<file path="src/rtl/uart_regbank_n_if.sv">
// ---------------------------------------------------------------------------
// uart_regbank_n_if
// Local-bus interface between the CPU-side bus master and the UART register
// bank.
//   addr       : word address (master -> slave)
//   we / re    : write / read request (master -> slave)
//   write_data : write data (master -> slave)
//   read_data  : registered read data (slave -> master)
//   read_valid : one-cycle pulse, read_data updated (slave -> master)
// ---------------------------------------------------------------------------
interface uart_regbank_n_if #(
  parameter int ADDR_W = 22,
  parameter int DATA_W = 32
);
  logic [ADDR_W-1:0] addr;
  logic              we;
  logic              re;
  logic [DATA_W-1:0] write_data;
  logic [DATA_W-1:0] read_data;
  logic              read_valid;

  modport master (
    output addr, we, re, write_data,
    input  read_data, read_valid
  );

  modport slave (
    input  addr, we, re, write_data,
    output read_data, read_valid
  );
endinterface

</file>
<file path="src/rtl/uart_regbank_n.sv">
// ---------------------------------------------------------------------------
// uart_regbank_n
// CPU-facing register bank for N_CH UART channels. Channel c occupies word
// addresses 4c (CR), 4c+1 (SR), 4c+2 (TDR), 4c+3 (RDR). Global registers:
// 4*N_CH ID (VERSION, read-only), 4*N_CH+1 ERR (bit31 sticky bus error,
// [7:0] saturating unmapped-access count; any write clears), and with the
// UART_REGBANK_IRQ_EN macro defined, 4*N_CH+2 IER (per-channel rx irq enable).
//
// Ports:
//   clk, rst     : clock, synchronous active-high reset
//   bus          : uart_regbank_n_if slave modport (addr/we/re/write_data in,
//                  read_data/read_valid out, read latency 1 clock)
//   sr_i, rdr_i  : per-channel status / rx data words, channel c at
//                  [c*DATA_W +: DATA_W]
//   cr_o, tdr_o  : per-channel config / tx data registers, same packing
//   tx_write_o   : one-cycle tx push strobe per channel
//   rx_read_o    : one-cycle rx pop strobe per channel
//   sr_read_o    : one-cycle status-read strobe per channel
//   bus_err_o    : sticky unmapped-access flag
//   irq_o        : registered combined rx interrupt (UART_REGBANK_IRQ_EN only)
//
// Strobes and read capture fire only at an access start, so a re/we held on
// the same address pops or pushes at most one FIFO entry.
// ---------------------------------------------------------------------------
module uart_regbank_n #(
  parameter int                N_CH         = 6,
  parameter int                ADDR_W       = 22,
  parameter int                DATA_W       = 32,
  parameter logic [DATA_W-1:0] CR_INIT      = 32'h0000C000,
  parameter int                RX_RST_BIT   = 1,
  parameter int                TX_RST_BIT   = 2,
  parameter int                RX_AVAIL_BIT = 0,
  parameter logic [DATA_W-1:0] VERSION      = 32'h0002_0000
) (
  input  logic                   clk,
  input  logic                   rst,
  uart_regbank_n_if.slave        bus,
  input  logic [N_CH*DATA_W-1:0] sr_i,
  input  logic [N_CH*DATA_W-1:0] rdr_i,
  output logic [N_CH*DATA_W-1:0] cr_o,
  output logic [N_CH*DATA_W-1:0] tdr_o,
  output logic [N_CH-1:0]        tx_write_o,
  output logic [N_CH-1:0]        rx_read_o,
  output logic [N_CH-1:0]        sr_read_o,
`ifdef UART_REGBANK_IRQ_EN
  output logic                   irq_o,
`endif
  output logic                   bus_err_o
);

  localparam logic [ADDR_W-1:0] ID_ADDR  = ADDR_W'(4 * N_CH);
  localparam logic [ADDR_W-1:0] ERR_ADDR = ADDR_W'(4 * N_CH + 1);
`ifdef UART_REGBANK_IRQ_EN
  localparam logic [ADDR_W-1:0] IER_ADDR = ADDR_W'(4 * N_CH + 2);
`endif

  // Registers and their next-state values
  logic [DATA_W-1:0] cr_q  [N_CH];
  logic [DATA_W-1:0] cr_d  [N_CH];
  logic [DATA_W-1:0] tdr_q [N_CH];
  logic [DATA_W-1:0] tdr_d [N_CH];
  logic [DATA_W-1:0] read_data_q, read_data_d;
  logic              read_valid_q, read_valid_d;
  logic [N_CH-1:0]   tx_write_q, tx_write_d;
  logic [N_CH-1:0]   rx_read_q, rx_read_d;
  logic [N_CH-1:0]   sr_read_q, sr_read_d;
  logic              bus_err_q, bus_err_d;
  logic [7:0]        err_cnt_q, err_cnt_d;
  logic              active_q, active_d;
  logic [ADDR_W-1:0] addr_q, addr_d;
`ifdef UART_REGBANK_IRQ_EN
  logic [N_CH-1:0]   ier_q, ier_d;
  logic              irq_q, irq_d;
  logic [N_CH-1:0]   rx_avail_s;
  logic              ier_hit_s;
`endif

  // Decode / combinational helpers
  logic              access_s;
  logic              start_s;
  logic [N_CH-1:0]   cr_hit_s, sr_hit_s, tdr_hit_s, rdr_hit_s;
  logic              id_hit_s, err_hit_s, mapped_s;
  logic [DATA_W-1:0] rd_val_s;
  logic [DATA_W-1:0] err_word_s;

  // Address decode, access-start detection and read-value mux
  always_comb begin
    access_s = bus.we | bus.re;
    // A new access begins when the bus goes active or moves to another address
    start_s  = access_s & (~active_q | (bus.addr != addr_q));

    cr_hit_s  = '0;
    sr_hit_s  = '0;
    tdr_hit_s = '0;
    rdr_hit_s = '0;
    for (int c = 0; c < N_CH; c++) begin
      cr_hit_s[c]  = (bus.addr == ADDR_W'(4 * c));
      sr_hit_s[c]  = (bus.addr == ADDR_W'(4 * c + 1));
      tdr_hit_s[c] = (bus.addr == ADDR_W'(4 * c + 2));
      rdr_hit_s[c] = (bus.addr == ADDR_W'(4 * c + 3));
    end
    id_hit_s  = (bus.addr == ID_ADDR);
    err_hit_s = (bus.addr == ERR_ADDR);

    err_word_s         = '0;
    err_word_s[DATA_W-1] = bus_err_q;
    err_word_s[7:0]    = err_cnt_q;

    // Hits are one-hot, so an AND-OR mux is sufficient
    rd_val_s = ({DATA_W{id_hit_s}}  & VERSION)
             | ({DATA_W{err_hit_s}} & err_word_s);
    for (int c = 0; c < N_CH; c++) begin
      rd_val_s = rd_val_s
               | ({DATA_W{cr_hit_s[c]}}  & cr_q[c])
               | ({DATA_W{sr_hit_s[c]}}  & sr_i[c*DATA_W +: DATA_W])
               | ({DATA_W{tdr_hit_s[c]}} & tdr_q[c])
               | ({DATA_W{rdr_hit_s[c]}} & rdr_i[c*DATA_W +: DATA_W]);
    end

    mapped_s = (|cr_hit_s) | (|sr_hit_s) | (|tdr_hit_s) | (|rdr_hit_s)
             | id_hit_s | err_hit_s;

`ifdef UART_REGBANK_IRQ_EN
    ier_hit_s = (bus.addr == IER_ADDR);
    mapped_s  = mapped_s | ier_hit_s;
    rd_val_s  = rd_val_s | ({DATA_W{ier_hit_s}} & DATA_W'(ier_q));
    for (int c = 0; c < N_CH; c++) begin
      rx_avail_s[c] = sr_i[c*DATA_W + RX_AVAIL_BIT];
    end
`endif
  end

  // Next-state logic for registers, strobes and error tracking
  always_comb begin
    active_d = access_s;
    addr_d   = bus.addr;

    for (int c = 0; c < N_CH; c++) begin
      // FIFO reset bits self-clear; a CPU write in the same cycle takes priority
      cr_d[c]             = cr_q[c];
      cr_d[c][RX_RST_BIT] = 1'b0;
      cr_d[c][TX_RST_BIT] = 1'b0;
      cr_d[c]  = (bus.we & cr_hit_s[c])  ? bus.write_data : cr_d[c];
      tdr_d[c] = (bus.we & tdr_hit_s[c]) ? bus.write_data : tdr_q[c];
    end

    // Read capture uses the pre-write register values
    read_data_d  = (start_s & bus.re) ? rd_val_s : read_data_q;
    read_valid_d = start_s & bus.re;
    tx_write_d   = {N_CH{start_s & bus.we}} & tdr_hit_s;
    rx_read_d    = {N_CH{start_s & bus.re}} & rdr_hit_s;
    sr_read_d    = {N_CH{start_s & bus.re}} & sr_hit_s;

    if (bus.we && err_hit_s) begin
      bus_err_d = 1'b0;
      err_cnt_d = 8'd0;
    end else if (start_s && !mapped_s) begin
      bus_err_d = 1'b1;
      err_cnt_d = (err_cnt_q == 8'hFF) ? err_cnt_q : (err_cnt_q + 8'd1);
    end else begin
      bus_err_d = bus_err_q;
      err_cnt_d = err_cnt_q;
    end

`ifdef UART_REGBANK_IRQ_EN
    ier_d = (bus.we & ier_hit_s) ? bus.write_data[N_CH-1:0] : ier_q;
    irq_d = |(ier_q & rx_avail_s);
`endif
  end

  // State registers with synchronous reset
  always_ff @(posedge clk) begin
    if (rst) begin
      for (int c = 0; c < N_CH; c++) begin
        cr_q[c]  <= CR_INIT;
        tdr_q[c] <= '0;
      end
      read_data_q  <= '0;
      read_valid_q <= 1'b0;
      tx_write_q   <= '0;
      rx_read_q    <= '0;
      sr_read_q    <= '0;
      bus_err_q    <= 1'b0;
      err_cnt_q    <= 8'd0;
      active_q     <= 1'b0;
      addr_q       <= '0;
`ifdef UART_REGBANK_IRQ_EN
      ier_q        <= '0;
      irq_q        <= 1'b0;
`endif
    end else begin
      for (int c = 0; c < N_CH; c++) begin
        cr_q[c]  <= cr_d[c];
        tdr_q[c] <= tdr_d[c];
      end
      read_data_q  <= read_data_d;
      read_valid_q <= read_valid_d;
      tx_write_q   <= tx_write_d;
      rx_read_q    <= rx_read_d;
      sr_read_q    <= sr_read_d;
      bus_err_q    <= bus_err_d;
      err_cnt_q    <= err_cnt_d;
      active_q     <= active_d;
      addr_q       <= addr_d;
`ifdef UART_REGBANK_IRQ_EN
      ier_q        <= ier_d;
      irq_q        <= irq_d;
`endif
    end
  end

  // Output packing
  always_comb begin
    for (int c = 0; c < N_CH; c++) begin
      cr_o[c*DATA_W +: DATA_W]  = cr_q[c];
      tdr_o[c*DATA_W +: DATA_W] = tdr_q[c];
    end
  end

  assign bus.read_data  = read_data_q;
  assign bus.read_valid = read_valid_q;
  assign tx_write_o     = tx_write_q;
  assign rx_read_o      = rx_read_q;
  assign sr_read_o      = sr_read_q;
  assign bus_err_o      = bus_err_q;
`ifdef UART_REGBANK_IRQ_EN
  assign irq_o          = irq_q;
`endif

endmodule

</file>
<file path="src/flat_wrapper.sv">
// flat-port wrapper written by rule: the top's interface ports become plain ports
module uart_regbank_n_flat 
#(
  parameter int                N_CH         = 6,
  parameter int                ADDR_W       = 22,
  parameter int                DATA_W       = 32,
  parameter logic [DATA_W-1:0] CR_INIT      = 32'h0000C000,
  parameter int                RX_RST_BIT   = 1,
  parameter int                TX_RST_BIT   = 2,
  parameter int                RX_AVAIL_BIT = 0,
  parameter logic [DATA_W-1:0] VERSION      = 32'h0002_0000
)
  (clk, rst, sr_i, rdr_i, cr_o, tdr_o, tx_write_o, rx_read_o, sr_read_o, bus_err_o, bus_addr, bus_we, bus_re, bus_write_data, bus_read_data, bus_read_valid);
  uart_regbank_n_if #(.ADDR_W(ADDR_W), .DATA_W(DATA_W)) bus_i ();
  input  logic clk;
  input  logic rst;
  input  logic [N_CH*DATA_W-1:0] sr_i;
  input  logic [N_CH*DATA_W-1:0] rdr_i;
  output logic [N_CH*DATA_W-1:0] cr_o;
  output logic [N_CH*DATA_W-1:0] tdr_o;
  output logic [N_CH-1:0] tx_write_o;
  output logic [N_CH-1:0] rx_read_o;
  output logic [N_CH-1:0] sr_read_o;
  output logic bus_err_o;
  input wire logic [$bits(bus_i.addr)-1:0] bus_addr;
  input wire logic [$bits(bus_i.we)-1:0] bus_we;
  input wire logic [$bits(bus_i.re)-1:0] bus_re;
  input wire logic [$bits(bus_i.write_data)-1:0] bus_write_data;
  output wire logic [$bits(bus_i.read_data)-1:0] bus_read_data;
  output wire logic [$bits(bus_i.read_valid)-1:0] bus_read_valid;
  assign bus_i.addr = bus_addr;
  assign bus_i.we = bus_we;
  assign bus_i.re = bus_re;
  assign bus_i.write_data = bus_write_data;
  assign bus_read_data = bus_i.read_data;
  assign bus_read_valid = bus_i.read_valid;
  uart_regbank_n #(.N_CH(N_CH), .ADDR_W(ADDR_W), .DATA_W(DATA_W), .CR_INIT(CR_INIT), .RX_RST_BIT(RX_RST_BIT), .TX_RST_BIT(TX_RST_BIT), .RX_AVAIL_BIT(RX_AVAIL_BIT), .VERSION(VERSION)) u_core (.clk(clk), .rst(rst), .bus(bus_i), .sr_i(sr_i), .rdr_i(rdr_i), .cr_o(cr_o), .tdr_o(tdr_o), .tx_write_o(tx_write_o), .rx_read_o(rx_read_o), .sr_read_o(sr_read_o), .bus_err_o(bus_err_o));
endmodule
</file>
<file path="config.mk">
export PLATFORM = sky130hd
export DESIGN_NAME = uart_regbank_n_flat
export DESIGN_NICKNAME = d
export VERILOG_FILES = /design/src/rtl/uart_regbank_n_if.sv /design/src/rtl/uart_regbank_n.sv /design/src/flat_wrapper.sv
export SDC_FILE = /design/constraint.sdc
export NUM_CORES = 1
export LEC_CHECK = 0
export BUFFER_PORTS_ARGS = -buffer_cell sky130_fd_sc_hd__buf_2
export CAP_MARGIN = 5
export CORE_AREA = 2 2 341 343
export CTS_CLUSTER_DIAMETER = 40
export CTS_CLUSTER_SIZE = 16
export DETAILED_ROUTE_END_ITERATION = 16
export DIE_AREA = 0 0 343 345
export GPL_TIMING_DRIVEN = 0
export HOLD_SLACK_MARGIN = 0.05
export PLACE_DENSITY = 0.42
export RECOVER_POWER = 100
export SETUP_SLACK_MARGIN = 0.5
export SLEW_MARGIN = 40
export SYNTH_ARGS = -nofsm -noshare
export SYNTH_HDL_FRONTEND = slang
export SYNTH_SLANG_ARGS = --single-unit
</file>
<file path="constraint.sdc">
create_clock -name clk -period 2.5 [get_ports clk]
set_input_delay 0.5 -clock clk [delete_from_list [all_inputs] [get_ports clk]]
set_output_delay 0.5 -clock clk [all_outputs]
set_load 0.02 [all_outputs]
</file>
Yosys cells after proc, flatten, opt, wreduce, memory -nomap -nowiden
Memory sizes are Yosys's and may differ from the RTL's.
Index checks and enable logic that the tools add are counted.
- add/sub/neg operators: 1
- bitwise logic cells: 89
- mux-type cells: 27
- reductions and logical operators: 10
- equality and inequality tests: 27
- operators by type and width (kind ; number):
    $and A32 B32 Y32 ; 25
    $mux W32 ; 24
    $or A32 B32 Y32 ; 24
    $eq A22 B5 Y1 const B ; 10
    $eq A22 B4 Y1 const B ; 8
    $eq A22 B3 Y1 const B ; 4
    $eq A22 B2 Y1 const B ; 2
    $or A18 B32 Y32 ; 1
    $reduce_or A6 Y1 ; 4
    $eq A22 B1 Y1 const B ; 1
    $logic_not A22 Y1 ; 1
    $ne A22 B22 Y1 ; 1
    $or A1 B1 Y1 ; 19
    $and A6 B6 Y6 ; 3
    $and A1 B1 Y1 ; 15
    $add A8 B1 Y8 const B ; 1
    $eq A8 B8 Y1 const B ; 1
    $mux W1 ; 3
    $logic_and A1 B1 Y1 ; 2
    $not A1 Y1 ; 2
    $reduce_and A2 Y1 ; 1
    $reduce_or A2 Y1 ; 1
    $logic_not A1 Y1 ; 1
- output and inout port bits: 436
- flip-flop bits (word level): 83
- memories: 2
- logic and storage cells: 165
- bits of input ports: 442
- RAM bits: 384
- memory list (memory ; depth ; bits a word ; rd ports ; clocked after memory_dff ; wr ports ; line ; RTL):
    u_core.cr_q ; 6 ; 32 ; 6 ; 0 ; 6 ; uart_regbank_n.sv:58 ; logic [DATA_W-1:0] cr_q [N_CH];
    u_core.tdr_q ; 6 ; 32 ; 6 ; 0 ; 6 ; uart_regbank_n.sv:60 ; logic [DATA_W-1:0] tdr_q [N_CH];

Logic depth before layout (Yosys ltp)
Gate-level depths: netlist (run 1).
- depth after elaboration: 27
- depth in mapped cells: 12
- mapped depth without buffers: 8

Worst setup path after synthesis (run 1)
Ideal clock, no wire load.
- path kind: input to register
- from: input port bus_addr[5]
- to: register u_core.read_data_q[10] (netlist: u_core.bus.read_data[10])
- path buffers: 4
- setup time: 136 ps
- required time: 2364 ps
- arrival time: 2335 ps
- stages on the path: 12
- setup slack: 29 ps
- cells stage by stage: buf_2 -> xnor2_1 -> nand4_1 -> or4_1 -> nor3b_2 -> or3_1 -> buf_4 -> inv_2 -> buf_6 -> buf_6 -> a21oi_2 -> a31oi_1
- cells in the longest elaborated chain, start to end: 27
- elaborated cells on any way between the ends: 79
- classes of those cells: 25 x eq/ne; 53 x bitwise; 1 x reduce/logical
- ends and longest elaborated chain (what ; line ; RTL):
    start: declaration ; flat_wrapper.sv:25 ; input wire logic [$bits(bus_i.addr)-1:0] bus_addr;
    $eq A22 B5 Y1 ; uart_regbank_n.sv:103 ; err_hit_s = (bus.addr == ERR_ADDR);
    $and A32 B32 Y32 ; uart_regbank_n.sv:111 ; | ({DATA_W{err_hit_s}} & err_word_s);
    $or A18 B32 Y32 ; uart_regbank_n.sv:111 ;
    $or A32 B32 Y32 ; uart_regbank_n.sv:114 ; | ({DATA_W{cr_hit_s[c]}} & cr_q[c])
    $or A32 B32 Y32 ; uart_regbank_n.sv:115 ; | ({DATA_W{sr_hit_s[c]}} & sr_i[c*DATA_W +: DATA_W])
    $or A32 B32 Y32 ; uart_regbank_n.sv:116 ; | ({DATA_W{tdr_hit_s[c]}} & tdr_q[c])
    $or A32 B32 Y32 ; uart_regbank_n.sv:117 ; | ({DATA_W{rdr_hit_s[c]}} & rdr_i[c*DATA_W +: DATA_W]);
    $or A32 B32 Y32 ; uart_regbank_n.sv:114 ;
    (+11 left out) ; - ;
    $or A32 B32 Y32 ; uart_regbank_n.sv:114 ;
    $or A32 B32 Y32 ; uart_regbank_n.sv:115 ;
    $or A32 B32 Y32 ; uart_regbank_n.sv:116 ;
    $or A32 B32 Y32 ; uart_regbank_n.sv:117 ;
    $or A32 B32 Y32 ; uart_regbank_n.sv:114 ;
    $or A32 B32 Y32 ; uart_regbank_n.sv:115 ;
    $or A32 B32 Y32 ; uart_regbank_n.sv:116 ;
    $or A32 B32 Y32 ; uart_regbank_n.sv:117 ;
    end signal: assignment ; uart_regbank_n.sv:196 ; read_data_q <= read_data_d;
    end: declaration ; uart_regbank_n.sv:62 ; logic [DATA_W-1:0] read_data_q, read_data_d;
Parallel ways exist; a longest one is shown, timed or not.
A chain may end at the register's enable or synchronous reset.

Worst setup path after layout (run 1)
- from: input port bus_addr[11]
- to: register u_core.read_data_q[10] (netlist: u_core.bus.read_data[10])
Same word-level chain as after synthesis.

==> results.md, run 1 <==
* Status: finished, violations left
* Failing checks: setup timing
* Layout cell share with drive strength beyond 1 at 0.402
* Area leader, netlist: dfxtp_1
* Post-synthesis async set-or-reset flop share at 0
* Via count at 32324
* Hpwl dp at 185000 microns
* Share of Yosys cell area claimed by the top area cell type at 0.426
* Critical path's slowest cell: or4_4
* Final Hold Viols at 0
* Most frequent cells after synthesis: 833 x nand2_1, 467 x dfxtp_1, 390 x a21oi_1, 217 x a22oi_1, 171 x clkbuf_1
* Synth Register Bits at 467
* Final period util at 1.01
* Period minus WS final at 2.52 ns
* Detailed Routing Iterations Pass 1 at 6
* ANT nets after route at 0
* Number of fill cells at 12473
* VDD IR max at 0.545 mV
* Die X at 343 microns
* Initial antenna violation count at 35
* Total GRT Usage at 0.391
* RSZ-0062 raised after global routing: true
* Vias per inst at 5.73
* Die span in y at 345 microns
* GR Overflow Total at 0
* Total CTS buffers at 103
* 1st-iter DRT viols at 4560
* Final #Nets at 4440
* Initial core utilization at 0.191
* Max-slew headroom at 0.111
* Synthesized cell area at 22000 sq um
* Maxcap violations at 0
* Largest stage delay on the critical path at 0.59 ns
* Leak Pwr at 15.2 nW
* TNS Setup at -0.0153 ns
* TritonCTS Sinks at 467
* Clk buf depth at 3
* WL final at 249000 microns
* Crit path required time at 3.14 ns
* Largest net degree at the start of global routing at 16
* Endpoint class of the critical path: register
* CTS clk-pin slew, worst paths at 0.05 ns
* Yosys cell types at 79
* Avg Synthesized Cell Area at 7.81 sq um
* CORE AREA at 115000 sq um
* Ranking of synthesized cells by area: dfxtp_1 43%, nand2_1 14%, a21oi_1 8.9%
* Vias in the first global route at 28854
* Setup CP Type: in2reg
* YS warnings at 0
* First-pass GRT wire length at 302000 microns
* Min Hold Slack at 0.0771 ns
* PortBufs at 872
* Drt wl/cell at 44.1 microns
* R2r startpoint: u_core.addr_q[19]
* I/O pin total at 878
* Layout area overhead at 75.3%
* Max frequency at 398 MHz
* Syn nets at 3257
* Gpl congestion at 0.964
* Crit path DAT at 3.15 ns
* Hold path start: bus_write_data[12]
* Skew final at 0.0277 ns
* Number of remaining DRC errors at 0
* Die area at 118000 sq um
* Pwr per Cell Area at 641 nW/um^2
* CTS tree: done
* Crit-path max FO at 6
* Cell count after synthesis at 2814
* Final count of negative-setup-slack endpoints at 1
* Worst-skew pair later-pin latency at 0.72 ns
* Main synth FF type: dfxtp_1
* CTS root buf: clkbuf_16
* # H-tree levels at 3
* Critical path launch point type: input port
* Worst Tran Pin Value at 1.33 ns
* Sequential cell area fraction in the yosys report at 0.426
* Final WS setup at -0.0153 ns
* Count leader, synth: nand2_1
* Final slew viol count at 0
* Critical-path cell list: buf_2 -> or4_4 -> nor3_4 -> buf_4 -> nand3_2 -> o2111ai_4 -> and4b_1 -> a31oi_1
* EDFF count, synth at 0
* Floorplan row count at 125
* Worst Hold Class: in2reg
* Setup crit start: bus_addr[11]
[cell usage in the layout (no fill, tap or decap), types with 42 or more instances in the layout]
master	n
nand2_4	78
clkbuf_1	264
buf_6	60
nand4_1	53
clkbuf_8	45
buf_4	116
a22o_1	42
clkbuf_2	51
dfxtp_1	461
nand2_1	729
clkbuf_16	130
buf_2	667
buf_12	62
a21oi_1	301
a22oi_1	205
nand3_1	42
a21oi_2	94
[area by class of cell]
class / count / area [sq um] / share of cell area
clock buffers: 131 / 2840 / 0.0738
well taps: 1524 / 1910 / 0.0495
repair buffers: 1078 / 6920 / 0.180
multi-input cells: 2057 / 13400 / 0.348
clock inverters: 65 / 856 / 0.0222
plain buffers: 281 / 3130 / 0.0813
diodes: 25 / 62.6 / 0.00162
flip-flops and latches: 467 / 9360 / 0.243
inverters: 9 / 42.5 / 0.00110
[metrics by stage]
step | worst slack (ns) | power, W | cell area (sq um) | utilization | instances
4_1_cts | 0.0714 | 0.0244 | 35900 | 0.312 | 5533
3_5_place_dp | -1.74 | 0.00969 | 30300 | 0.263 | 5264
6_report | -0.0153 | 0.0247 | 38500 | 0.335 | 5637
2_1_floorplan | 0.111 | 0.00831 | 22900 | - | 2814
3_3_place_gp | -4.28 | 0.00960 | 29200 | 0.253 | 5210
5_1_grt | -0.0199 | 0.0250 | 38500 | 0.334 | 5621
[where the power goes]
group	switching, W	total (W)	internal, W
clock network	0.00528	0.0147	0.00947
logic	0.00160	0.00239	0.000786
registers	0.0000535	0.00757	0.00751
total	0.00694	0.0247	0.0178
[flip-flops by register name, indices dropped and copies added, names as in the netlist]
| name | flops |
|---|---|
| u_core.active_q | 1 |
| u_core.addr_q | 22 |
| u_core.bus.read_data | 32 |
| u_core.bus.read_valid | 1 |
| u_core.bus_err_o | 1 |
| u_core.cr_q | 192 |
| u_core.err_cnt_q | 8 |
| u_core.rx_read_o | 6 |
| u_core.sr_read_o | 6 |
| u_core.tdr_q | 192 |
| u_core.tx_write_o | 6 |
[path summary, 6_finish.rpt]
path	end	slack, ns	cells after the start
worst max register to register	u_core.bus.read_data[17]	0.07	9
worst min-delay path	u_core.tdr_q[3][12]	0.08	3
worst max-delay path	u_core.bus.read_data[10]	-0.02	8
worst min register to register	u_core.bus.read_data[29]	0.47	2
[timing repair]
action,in CTS,in global routing
gates cloned,4,20
setup buffers,61,55
hold buffers,8,3
setup endpoints to repair,453,442
endpoints found under the hold margin,12,3
pin swaps,49,128
resized for setup,267,471
[metal layers]
metal	global-route usage	routed length, microns
met1	0.489	95700
met2	0.578	103000
met3	0.137	29900
met4	0.223	19900
met5	0	131
[logic make-up after synthesis]
kind of cell / Yosys count / synth area share
simple gates: 1160 / 0.241
compound gates: 844 / 0.251
flops: 467 / 0.426
buf+inv: 290 / 0.0583
mux: 30 / 0.0144
xor+xnor: 22 / 0.00911
fa+ha+maj: 1 / 0.000569
[worst max-delay path: cells and delay by family]
family                 cells  cell delay [ns]
AO/OA/AOI/OAI              2             0.70
buffers and inverters      2             0.35
AND/OR/NAND/NOR            4             1.59
Note: power is estimated with default switching activity, not from simulation.
==> run 2, diff against run 1 <==
CELL_PAD_IN_SITES_DETAIL_PLACEMENT = 2   (was not set)
CELL_PAD_IN_SITES_GLOBAL_PLACEMENT = 2   (was not set)
CORE_AREA = 2 2 344 346   (was 2 2 341 343)
DIE_AREA = 0 0 346 348   (was 0 0 343 345)
PLACE_DENSITY = 0.65   (was 0.42)
==> results.md, run 2 (synthesis gave the netlist of run 1 again) <==
* WL final at 264000 microns (was 249000 microns)
* Detailed Routing Iterations Pass 1 at 9 (was 6)
* Setup CP Type: in2reg (unchanged)
* Drt wl/cell at 46.5 microns (was 44.1 microns)
* Worst slack, placed at -1.77 ns (was -1.74 ns)
* Die area at 120000 sq um (was 118000 sq um)
* Endpoint class of the critical path: register (unchanged)
* GRT Max-Usage Layer: met2 (unchanged)
* Hpwl dp at 192000 microns (was 185000 microns)
* Max frequency at 392 MHz (was 398 MHz)
* GR Util met1 at 0.496 (was 0.489)
* Final #Nets at 4476 (was 4440)
* Number of fill cells at 13416 (was 12473)
* Final WS setup at -0.0536 ns (was -0.0153 ns)
* Met3 Resource Use GR at 0.140 (was 0.137)
* Total GRT Usage at 0.409 (was 0.391)
* Leak Pwr at 14.6 nW (was 15.2 nW)
* Worst Tran Pin Value at 1.64 ns (was 1.33 ns)
* Vias in the first global route at 32367 (was 28854)
* Worst Hold Class: in2reg (unchanged)
* Final period util at 1.02 (was 1.01)
* Final count of negative-setup-slack endpoints at 8 (was 1)
* Initial core utilization at 0.188 (was 0.191)
* CTS root buf: clkbuf_16 (unchanged)
* Number of remaining DRC errors at 0 (unchanged)
* Hold_buf cts at 0 (was 8)
* Layout area overhead at 73.7% (was 75.3%)
* ANT nets after route at 0 (unchanged)
* Design Area, Final at 38200 sq um (was 38500 sq um)
* GR met2 Demand/Resource at 0.614 (was 0.578)
* Final Hold Viols at 0 (unchanged)
* I/O pin total at 878 (unchanged)
* Clk buf depth at 3 (unchanged)
* Power Total at 0.0266 W (was 0.0247 W)
* Largest net degree at the start of global routing at 14 (was 16)
* Critical path launch point type: input port (unchanged)
* Final slew viol count at 11 (was 0)
* # H-tree levels at 3 (unchanged)
* Layout cell share with drive strength beyond 1 at 0.330 (was 0.402)
* Max-slew headroom at -0.0949 (was 0.111)
* Status: finished, violations left (unchanged)
* Via count at 33323 (was 32324)
* First-pass GRT wire length at 326000 microns (was 302000 microns)
* Maxcap violations at 1 (was 0)
* Placed inst area at 30300 sq um (about the same)
* Floorplan row count at 126 (was 125)
* VDD IR max at 0.468 mV (was 0.545 mV)
* Most common cell after layout, fill and taps aside: nand2_1 (unchanged)
* Multi-input logic area at 12800 sq um (was 13400 sq um)
* Inst Count DP at 5279 (was 5264)
* Crit path DAT at 3.11 ns (was 3.15 ns)
* Min Hold Slack at 0.0581 ns (was 0.0771 ns)
* 1st-iter DRT viols at 4461 (was 4560)
* Skew final at 0.0317 ns (was 0.0277 ns)
* PortBufs at 872 (unchanged)
* Initial antenna violation count at 49 (was 35)
* CTS clk-pin slew, worst paths at 0.05 ns (about the same)
* CORE AREA at 117000 sq um (was 115000 sq um)
* Reg area at 9370 sq um (was 9360 sq um)
* Commonest cells after routing, fill and taps aside: 766 x nand2_1, 492 x clkbuf_1, 457 x dfxtp_1 (was 729 x nand2_1, 667 x buf_2, 461 x dfxtp_1)
* Gpl congestion at 0.938 (was 0.964)
* Crit path required time at 3.06 ns (was 3.14 ns)
* Crit-path max FO at 5 (was 6)
* CTS tree: done (unchanged)
* TritonCTS Sinks at 467 (unchanged)
* GR Overflow Total at 0 (unchanged)
* Pwr per Cell Area at 698 nW/um^2 (was 641 nW/um^2)
* Period minus WS final at 2.55 ns (was 2.52 ns)
* Failing checks: capacitance limit, slew limit, setup timing (was setup timing)
* Die span in y at 348 microns (was 345 microns)
* Worst-skew pair later-pin latency at 0.71 ns (was 0.72 ns)
* Total CTS buffers at 109 (was 103)
* Die X at 346 microns (was 343 microns)
* Post-route insts no fill at 5688 (was 5637)
* Vias per inst at 5.86 (was 5.73)
* RSZ-0062 raised after global routing: true (unchanged)
-- run 2: layout make-up --
cell class | count | share of cell area
Sequential cell | 467 | 0.245
Antenna cell | 29 | 0.00190
Buffer | 281 | 0.0810
Timing Repair Buffer | 1108 | 0.177
Clock inverter | 59 | 0.0261
Multi-Input combinational cell | 2057 | 0.335
Inverter | 9 | 0.000984
Tap cell | 1536 | 0.0504
Clock buffer | 142 | 0.0825
-- run 2: power breakdown --
group          total, W  switching (W)  leakage (nW)  internal [W]
clock            0.0166        0.00525          2.02        0.0114
sequential      0.00756      0.0000476          3.78       0.00751
combinational   0.00246        0.00164          8.78      0.000817
total            0.0266        0.00694          14.6        0.0197
-- run 2: repair_timing --
| item | CTS | global route |
|---|---|---|
| pin swaps | 62 | 104 |
| endpoints found under the setup margin | 451 | 442 |
| gates cloned | 6 | 14 |
| gates resized for setup | 339 | 346 |
| setup buffers | 93 | 66 |
-- run 2: metrics by stage --
stage | util | TNS, ns
2_1_floorplan | - | 0
3_5_place_dp | 0.259 | -366.40
4_1_cts | 0.317 | 0
6_report | 0.326 | -0.161
3_3_place_gp | 0.250 | -817.16
5_1_grt | 0.326 | 0
-- run 2: final timing paths --
kind         cells past startpoint  slack [ns]                  endpoint                      from
min reg2reg                      2        0.46  u_core.bus.read_data[27]  u_core.bus.read_data[27]
max                             14       -0.05          u_core.bus_err_o              bus_addr[12]
max reg2reg                     10        0.07  u_core.bus.read_data[28]         u_core.addr_q[10]
min                              2        0.06         u_core.addr_q[17]              bus_addr[17]
-- run 2: metal layers --
| metal | wire (microns) | share of wire |
|---|---|---|
| met4 | 22400 | 0.085 |
| met3 | 31300 | 0.12 |
| met1 | 99800 | 0.38 |
| met2 | 111000 | 0.42 |
| met5 | 220 | 0.00083 |
-- run 2: worst max-delay path, stage by stage --
cell	delay (ns)
buf_4	0.14
nor4_4	0.26
buf_6	0.18
buf_6	0.10
nand3_2	0.13
buf_12	0.19
clkbuf_16	0.16
nor2_4	0.21
buf_6	0.20
buf_12	0.15
clkbuf_8	0.24
a211oi_1	0.13
o21ai_1	0.30
o31ai_1	0.19
